===== config.mk =====
export PLATFORM = sky130hd
export DESIGN_NAME = dnn_neuron_engine_flat
export DESIGN_NICKNAME = d
export VERILOG_FILES = /design/src/rtl/dnn_neuron_engine_if.sv /design/src/rtl/dnn_neuron_engine.sv /design/src/flat_wrapper.sv
export SDC_FILE = /design/constraint.sdc
export NUM_CORES = 1
export LEC_CHECK = 0
export CAP_MARGIN = 20
export CORE_ASPECT_RATIO = 1.5
export CORE_MARGIN = 2
export CORE_UTILIZATION = 58
export CTS_CLUSTER_SIZE = 16
export DETAILED_ROUTE_END_ITERATION = 10
export PLACE_DENSITY = 0.78
export SETUP_SLACK_MARGIN = 0.05
export SKIP_CTS_REPAIR_TIMING = 1
export SYNTH_ARGS = -nofsm -noshare
export SYNTH_HDL_FRONTEND = slang
export SYNTH_SLANG_ARGS = --single-unit
export TNS_END_PERCENT = 20

===== constraint.sdc =====
create_clock -name clk -period 7.8 [get_ports clk]
set_clock_uncertainty 0.1 [all_clocks]
set_input_delay 1.95 -clock clk [delete_from_list [all_inputs] [get_ports clk]]
set_output_delay 1.95 -clock clk [all_outputs]
set_load 0.02 [all_outputs]

===== src/rtl/dnn_neuron_engine_if.sv =====
// Register-write / compute-control bus of the neuron engine.
//   master (CPU side): drives wr_en, wr_sel, wr_idx, wr_data, start;
//                      observes busy, hold, done, y.
//   slave (engine)   : the reverse.
// IDX_W is derived from N_IN so engine and bus always agree on index width.
interface dnn_neuron_engine_if #(
  parameter int DATA_W = 16,
  parameter int N_IN   = 8
);
  localparam int IDX_W = $clog2(N_IN);

  logic              wr_en;
  logic [1:0]        wr_sel;   // 0 x[idx], 1 w[idx], 2 bias, 3 len
  logic [IDX_W-1:0]  wr_idx;
  logic [DATA_W-1:0] wr_data;
  logic              start;
  logic              busy;
  logic              hold;
  logic              done;
  logic [DATA_W-1:0] y;

  modport master (output wr_en, wr_sel, wr_idx, wr_data, start,
                  input  busy, hold, done, y);
  modport slave  (input  wr_en, wr_sel, wr_idx, wr_data, start,
                  output busy, hold, done, y);
endinterface


===== src/rtl/dnn_neuron_engine.sv =====
// Single fixed-point neuron: y = act(sat((bias<<F + sum x[k]*w[k]) >>> F)).
// One MAC per cycle over the active channels, then ACT, then DONE which
// registers y and a one-cycle done pulse (visible the cycle after DONE).
// Ports: clk, rst (async, active-low), bus (dnn_neuron_engine_if.slave).
// Build option: define DNN_RELU_EN for ReLU activation; otherwise identity.
module dnn_neuron_engine #(
  parameter int DATA_W = 16,
  parameter int N_IN   = 8,
  parameter int FRAC_W = 8
) (
  input logic                clk,
  input logic                rst,
  dnn_neuron_engine_if.slave bus
);
  localparam int IDX_W = $clog2(N_IN);
  localparam int ACC_W = 2*DATA_W + IDX_W + 1;
  localparam int LEN_W = IDX_W + 1;
  localparam logic signed [ACC_W-1:0] SAT_MAX = {{(ACC_W-DATA_W+1){1'b0}}, {(DATA_W-1){1'b1}}};
  localparam logic signed [ACC_W-1:0] SAT_MIN = {{(ACC_W-DATA_W+1){1'b1}}, {(DATA_W-1){1'b0}}};

  typedef enum logic [1:0] {IDLE, MAC, ACT, DONE} state_t;
  state_t state, state_nxt;

  logic signed [DATA_W-1:0]   x_r [N_IN];
  logic signed [DATA_W-1:0]   w_r [N_IN];
  logic signed [DATA_W-1:0]   bias_r, bias_eff, r_sat, act;
  logic        [LEN_W-1:0]    len_r, cnt, n_act;
  logic        [IDX_W-1:0]    cidx;
  logic signed [ACC_W-1:0]    acc, acc_sh;
  logic signed [2*DATA_W-1:0] prod;
  logic                       last, wr_ok, done_r;
  logic        [DATA_W-1:0]   y_r;

  // len 0 or out-of-range selects all channels
  assign n_act = (len_r == '0 || len_r > LEN_W'(N_IN)) ? LEN_W'(N_IN) : len_r;
  assign last  = (cnt == n_act - LEN_W'(1));
  assign cidx  = cnt[IDX_W-1:0];
  assign prod  = x_r[cidx] * w_r[cidx];
  assign wr_ok = (int'(bus.wr_idx) < N_IN);
  // a bias written in the start cycle must seed the accumulator
  assign bias_eff = (bus.wr_en && bus.wr_sel == 2'd2) ? $signed(bus.wr_data) : bias_r;

  always_comb begin
    acc_sh = acc >>> FRAC_W;
    if (acc_sh > SAT_MAX)      r_sat = {1'b0, {(DATA_W-1){1'b1}}};
    else if (acc_sh < SAT_MIN) r_sat = {1'b1, {(DATA_W-1){1'b0}}};
    else                       r_sat = acc_sh[DATA_W-1:0];
`ifdef DNN_RELU_EN
    act = r_sat[DATA_W-1] ? '0 : r_sat;
`else
    act = r_sat;
`endif
  end

  // FSM: state register
  always_ff @(posedge clk or negedge rst)
    if (!rst) state <= IDLE;
    else      state <= state_nxt;

  // FSM: next state
  always_comb begin
    state_nxt = state;
    case (state)
      IDLE: if (bus.start) state_nxt = MAC;
      MAC:  if (last)      state_nxt = ACT;
      ACT:                 state_nxt = DONE;
      DONE:                state_nxt = IDLE;
      default:             state_nxt = IDLE;
    endcase
  end

  // FSM: outputs; hold is forced low while reset is asserted
  always_comb begin
    bus.busy = (state != IDLE);
    bus.hold = rst & ((state != IDLE) | (bus.start & (state == IDLE)));
  end

  assign bus.done = done_r;
  assign bus.y    = y_r;

  // datapath; writes and start are only honoured in IDLE
  always_ff @(posedge clk or negedge rst) begin
    if (!rst) begin
      for (int i = 0; i < N_IN; i++) begin
        x_r[i] <= '0;
        w_r[i] <= '0;
      end
      bias_r <= '0;
      len_r  <= '0;
      acc    <= '0;
      cnt    <= '0;
      y_r    <= '0;
      done_r <= 1'b0;
    end else begin
      done_r <= (state == DONE);
      case (state)
        IDLE: begin
          if (bus.wr_en) begin
            case (bus.wr_sel)
              2'd0: if (wr_ok) x_r[bus.wr_idx] <= $signed(bus.wr_data);
              2'd1: if (wr_ok) w_r[bus.wr_idx] <= $signed(bus.wr_data);
              2'd2: bias_r <= $signed(bus.wr_data);
              default: len_r <= bus.wr_data[LEN_W-1:0];
            endcase
          end
          if (bus.start) begin
            acc <= ACC_W'(bias_eff) <<< FRAC_W;
            cnt <= '0;
          end
        end
        MAC: begin
          acc <= acc + ACC_W'(prod);
          cnt <= cnt + LEN_W'(1);
        end
        DONE: y_r <= act;
        default: ;
      endcase
    end
  end
endmodule


===== src/flat_wrapper.sv =====
// flat-port wrapper written by rule: the top's interface ports become plain ports
module dnn_neuron_engine_flat 
#(
  parameter int DATA_W = 16,
  parameter int N_IN   = 8,
  parameter int FRAC_W = 8
)
  (clk, rst, bus_wr_en, bus_wr_sel, bus_wr_idx, bus_wr_data, bus_start, bus_busy, bus_hold, bus_done, bus_y);
  dnn_neuron_engine_if #(.DATA_W(DATA_W), .N_IN(N_IN)) bus_i ();
  input logic clk;
  input logic rst;
  input wire logic [$bits(bus_i.wr_en)-1:0] bus_wr_en;
  input wire logic [$bits(bus_i.wr_sel)-1:0] bus_wr_sel;
  input wire logic [$bits(bus_i.wr_idx)-1:0] bus_wr_idx;
  input wire logic [$bits(bus_i.wr_data)-1:0] bus_wr_data;
  input wire logic [$bits(bus_i.start)-1:0] bus_start;
  output wire logic [$bits(bus_i.busy)-1:0] bus_busy;
  output wire logic [$bits(bus_i.hold)-1:0] bus_hold;
  output wire logic [$bits(bus_i.done)-1:0] bus_done;
  output wire logic [$bits(bus_i.y)-1:0] bus_y;
  assign bus_i.wr_en = bus_wr_en;
  assign bus_i.wr_sel = bus_wr_sel;
  assign bus_i.wr_idx = bus_wr_idx;
  assign bus_i.wr_data = bus_wr_data;
  assign bus_i.start = bus_start;
  assign bus_busy = bus_i.busy;
  assign bus_hold = bus_i.hold;
  assign bus_done = bus_i.done;
  assign bus_y = bus_i.y;
  dnn_neuron_engine #(.DATA_W(DATA_W), .N_IN(N_IN), .FRAC_W(FRAC_W)) u_core (.clk(clk), .rst(rst), .bus(bus_i));
endmodule

==> impl_metrics.py, run 1 <==
metrics = {
    "yosys": {
        "synth-async-reset-ratio_pct": 100.0,
        "synth_flop_cell": "dfrtp_1",
        "synth-seq-area-share_pct": 31.35,
        "netlist_area_um2": 26740,
        "yosysWarnings": 0,
        "syn_avg_cell_area_um2": 11.32,
        "ys_ff_latch": 335,
        "synth_edf_count": 0,
        "synthCells": 2362,
        "synth.distinct_cells": 60,
        "syn_nets": 2814,
    },
    "routing": {
        "drtIter0Drc": 1358,
        "firstDrtPassIters": 7,
        "wl_um": 71620,
        "vias": 18410,
        "drc_errors": 0,
        "via_per_inst": 5.897,
        "wire_per_inst_um": 22.95,
        "ant_nets": 0,
    },
    "critical_path": {
        "reg2reg_from": "u_core.cnt[0]",
        "cp_max_fo": 10,
        "critPathArrivalTime_ps": 8030,
        "critical_path_required_ps": 8190,
        "rr_endpoint": "u_core.acc[34]",
        "r2r_cells": 26,
        "rrSetupSlack_ps": 160,
        "path_class": "reg2reg",
        "cp-start-kind": "flop",
        "endpoint_kind": "flop",
    },
    "timing": {
        "rsz0062_at_grt": "yes",
        "tightestPinTransition_ps": 1137,
        "final.period_utilization_pct": 97.96,
        "slew_violations": 0,
        "setup_viol": 0,
        "period_needed_ps": 7641,
        "worst_slack_ps": 159.1,
        "timing.fmax_mhz": 130.9,
        "slew_headroom_pct": 24.03,
        "finalHoldViolCount": 0,
    },
    "cells_and_area": {
        "multiInputGateArea_um2": 16630,
        "nets": 2962,
        "antenna_cells": 0,
        "fillers": 3317,
        "seqCellArea_um2": 8389,
        "layout-drive-gt1-share_pct": 25.42,
        "area_growth_pct": 13.68,
        "fin_util_pct": 66.60,
    },
    "hold_path": {
        "worstHoldPathCells": 1,
        "min_from": "u_core.x_r[90]",
        "min_to": "u_core.x_r[90]",
        "hold_class": "reg2reg",
    },
    "global_routing": {
        "grt_overflow": 0,
        "antenna_found_initial": 1,
        "track_usage_pct": 30.96,
        "grt_max_degree": 86,
        "first_global_vias": 20140,
        "grt_pass1_wl_um": 111700,
    },
    "clock_network": {
        "cts_tree": "yes",
        "cts_made_buffers": 34,
        "cts.sinks": 335,
        "cts_max_level": 2,
        "cts_buffer_depth": 3,
        "clockRootBuffer": "clkbuf_16",
        "cts.reportedPaths.clkPinSlew_ps": 60,
        "clock_latency_ps": 550,
    },
    "floorplanning": {
        "core-area_um2": 45640,
        "die_area_um2": 47870,
        "placementRows": 96,
        "initial_core_util_pct": 58.58,
        "die_w_um": 179.3,
        "chipHeight_um": 267.0,
        "num_io_pins": 44,
    },
    "place": {
        "dpl.hpwl_um": 53810,
        "io_buffers": 43,
        "gp_congestion": 1.013,
        "dp_slack_ps": -162.6,
    },
    "status": {
        "status": "completed",
    },
    "flow_run": {
        "drv_cap": 0,
    },
}
## area by class of cell
cell class                      count  area share (%)
Sequential cell                   335           27.60
Clock buffer                       44           3.021
Timing Repair Buffer              212           6.413
Multi-Input combinational cell   1504           54.71
Clock inverter                     15          0.5969
Inverter                          423           5.236
Tap cell                          588           2.420
## kinds of logic (layout without fill, tap and decap cells)
kind of cell	after synthesis	in the layout	share of synthesized area (%)
buffers and inverters	523	694	7.398
and+or+nand+nor	451	451	7.094
adders and majority gates	427	427	28.80
muxes	418	418	20.05
DFF	335	335	31.35
AOI/OAI and AO/OA	173	173	4.169
xor gates and xnor gates	35	35	1.146
## layout by cell type, fill, tap and decap left out, drive strengths merged, types with 3 or more instances in the layout
cell type,instances
and3,5
mux2,300
buf,170
a211oi,4
nand3,14
o21a,5
a21o,4
nand2b,11
or2,4
nor2b,4
dfrtp,335
o21ai,40
nor4,7
mux2i,54
nor3,14
o22ai,20
or4,3
or3,3
nand2,153
clkdlybuf4s50,42
xnor2,24
nand4,7
ha,113
o21bai,6
clkinvlp,3
o211ai,8
inv,424
nor2,213
and2,7
a31oi,7
a21oi,51
xor2,11
a22oi,11
clkbuf,44
clkinv,9
o31ai,3
fa,314
mux4,64
## Yosys cell counts, types with 7 or more instances
master / number / area, um2
a21oi_1: 50 / 250.2
a22oi_1: 11 / 82.58
a31oi_1: 7 / 43.79
and2_1: 7 / 43.79
buf_2: 12 / 60.06
clkbuf_1: 83 / 311.6
dfrtp_1: 335 / 8383
fa_1: 314 / 6286
ha_1: 113 / 1414
inv_1: 423 / 1588
mux2_2: 300 / 3378
mux2i_1: 54 / 540.5
mux4_2: 64 / 1441
nand2_1: 153 / 574.3
nand2b_1: 11 / 68.82
nand3_1: 14 / 70.07
nand4_1: 7 / 43.79
nor2_1: 213 / 799.5
nor3_1: 13 / 65.06
nor4_1: 7 / 43.79
o211ai_1: 8 / 60.06
o21ai_0: 37 / 185.2
o22ai_1: 20 / 125.1
xnor2_1: 24 / 210.2
xor2_1: 11 / 96.34
## through the flow
stage / hold WS, ps / setup TNS, ps / cells / cell area, um2
3_5_place_dp: 389.0 / -162.6 / 3020 / 28610
6_report: 402.1 / 0 / 3121 / 30400
2_1_floorplan: 368.1 / 0 / 2362 / 26740
5_1_grt: 408.5 / -93.50 / 3121 / 30400
4_1_cts: 403.4 / -178.6 / 3079 / 29710
3_3_place_gp: 381.8 / -34.57 / 3020 / 28610
## worst max path at each step
stage,start,endpoint
after detailed placement,u_core.cnt[0],u_core.acc[34]
after global placement,u_core.cnt[0],u_core.acc[34]
final,u_core.cnt[0],u_core.acc[34]
after global routing,u_core.cnt[0],u_core.acc[34]
after CTS,u_core.cnt[0],u_core.acc[34]
after floorplan,u_core.cnt[0],u_core.acc[34]
## flip-flops by register name, indices dropped and copies added, names as in the netlist
signal           flops
u_core.acc          36
u_core.cnt           4
u_core.w_r         128
u_core.bus.done      1
u_core.bias_r       16
u_core.bus.y        16
u_core.state         2
u_core.len_r         4
u_core.x_r         128
## worst max-delay path, stage by stage (launching register included)
cell,delay [ps]
dfrtp_4,530
buf_4,170
buf_12,140
buf_12,150
buf_4,130
mux4_2,410
mux2i_1,180
buf_6,210
buf_6,140
nor2_1,60
fa_1,510
fa_1,440
fa_1,600
fa_1,440
fa_1,500
inv_1,50
fa_1,470
inv_1,40
ha_1,310
a21o_1,180
a221o_1,320
a311oi_2,320
o21ai_2,100
a311oi_2,300
a21oi_1,160
or4b_1,480
nand3_1,90
## per-layer routing
metal	GRT usage [%]	wire, um
met1	37.75	26830
met2	53.47	36780
met3	4.387	3604
met4	15.50	4392
met5	0	13
Power of run 1 is not shown: default switching activity piles up to over one toggle a cycle in this logic, so the estimate is an artifact.
==> inputs of run 2 (changes only) <==
--- a/config.mk
+++ b/config.mk
@@ -17,4 +17,4 @@
 export SYNTH_ARGS = -nofsm -noshare
 export SYNTH_HDL_FRONTEND = slang
 export SYNTH_SLANG_ARGS = --single-unit
-export TNS_END_PERCENT = 20
+export TNS_END_PERCENT = 50
==> results of run 2 <==
No change in the layout: final DEF, timing and power equal those of run 1.
Power of run 2 is left out for the same reason.
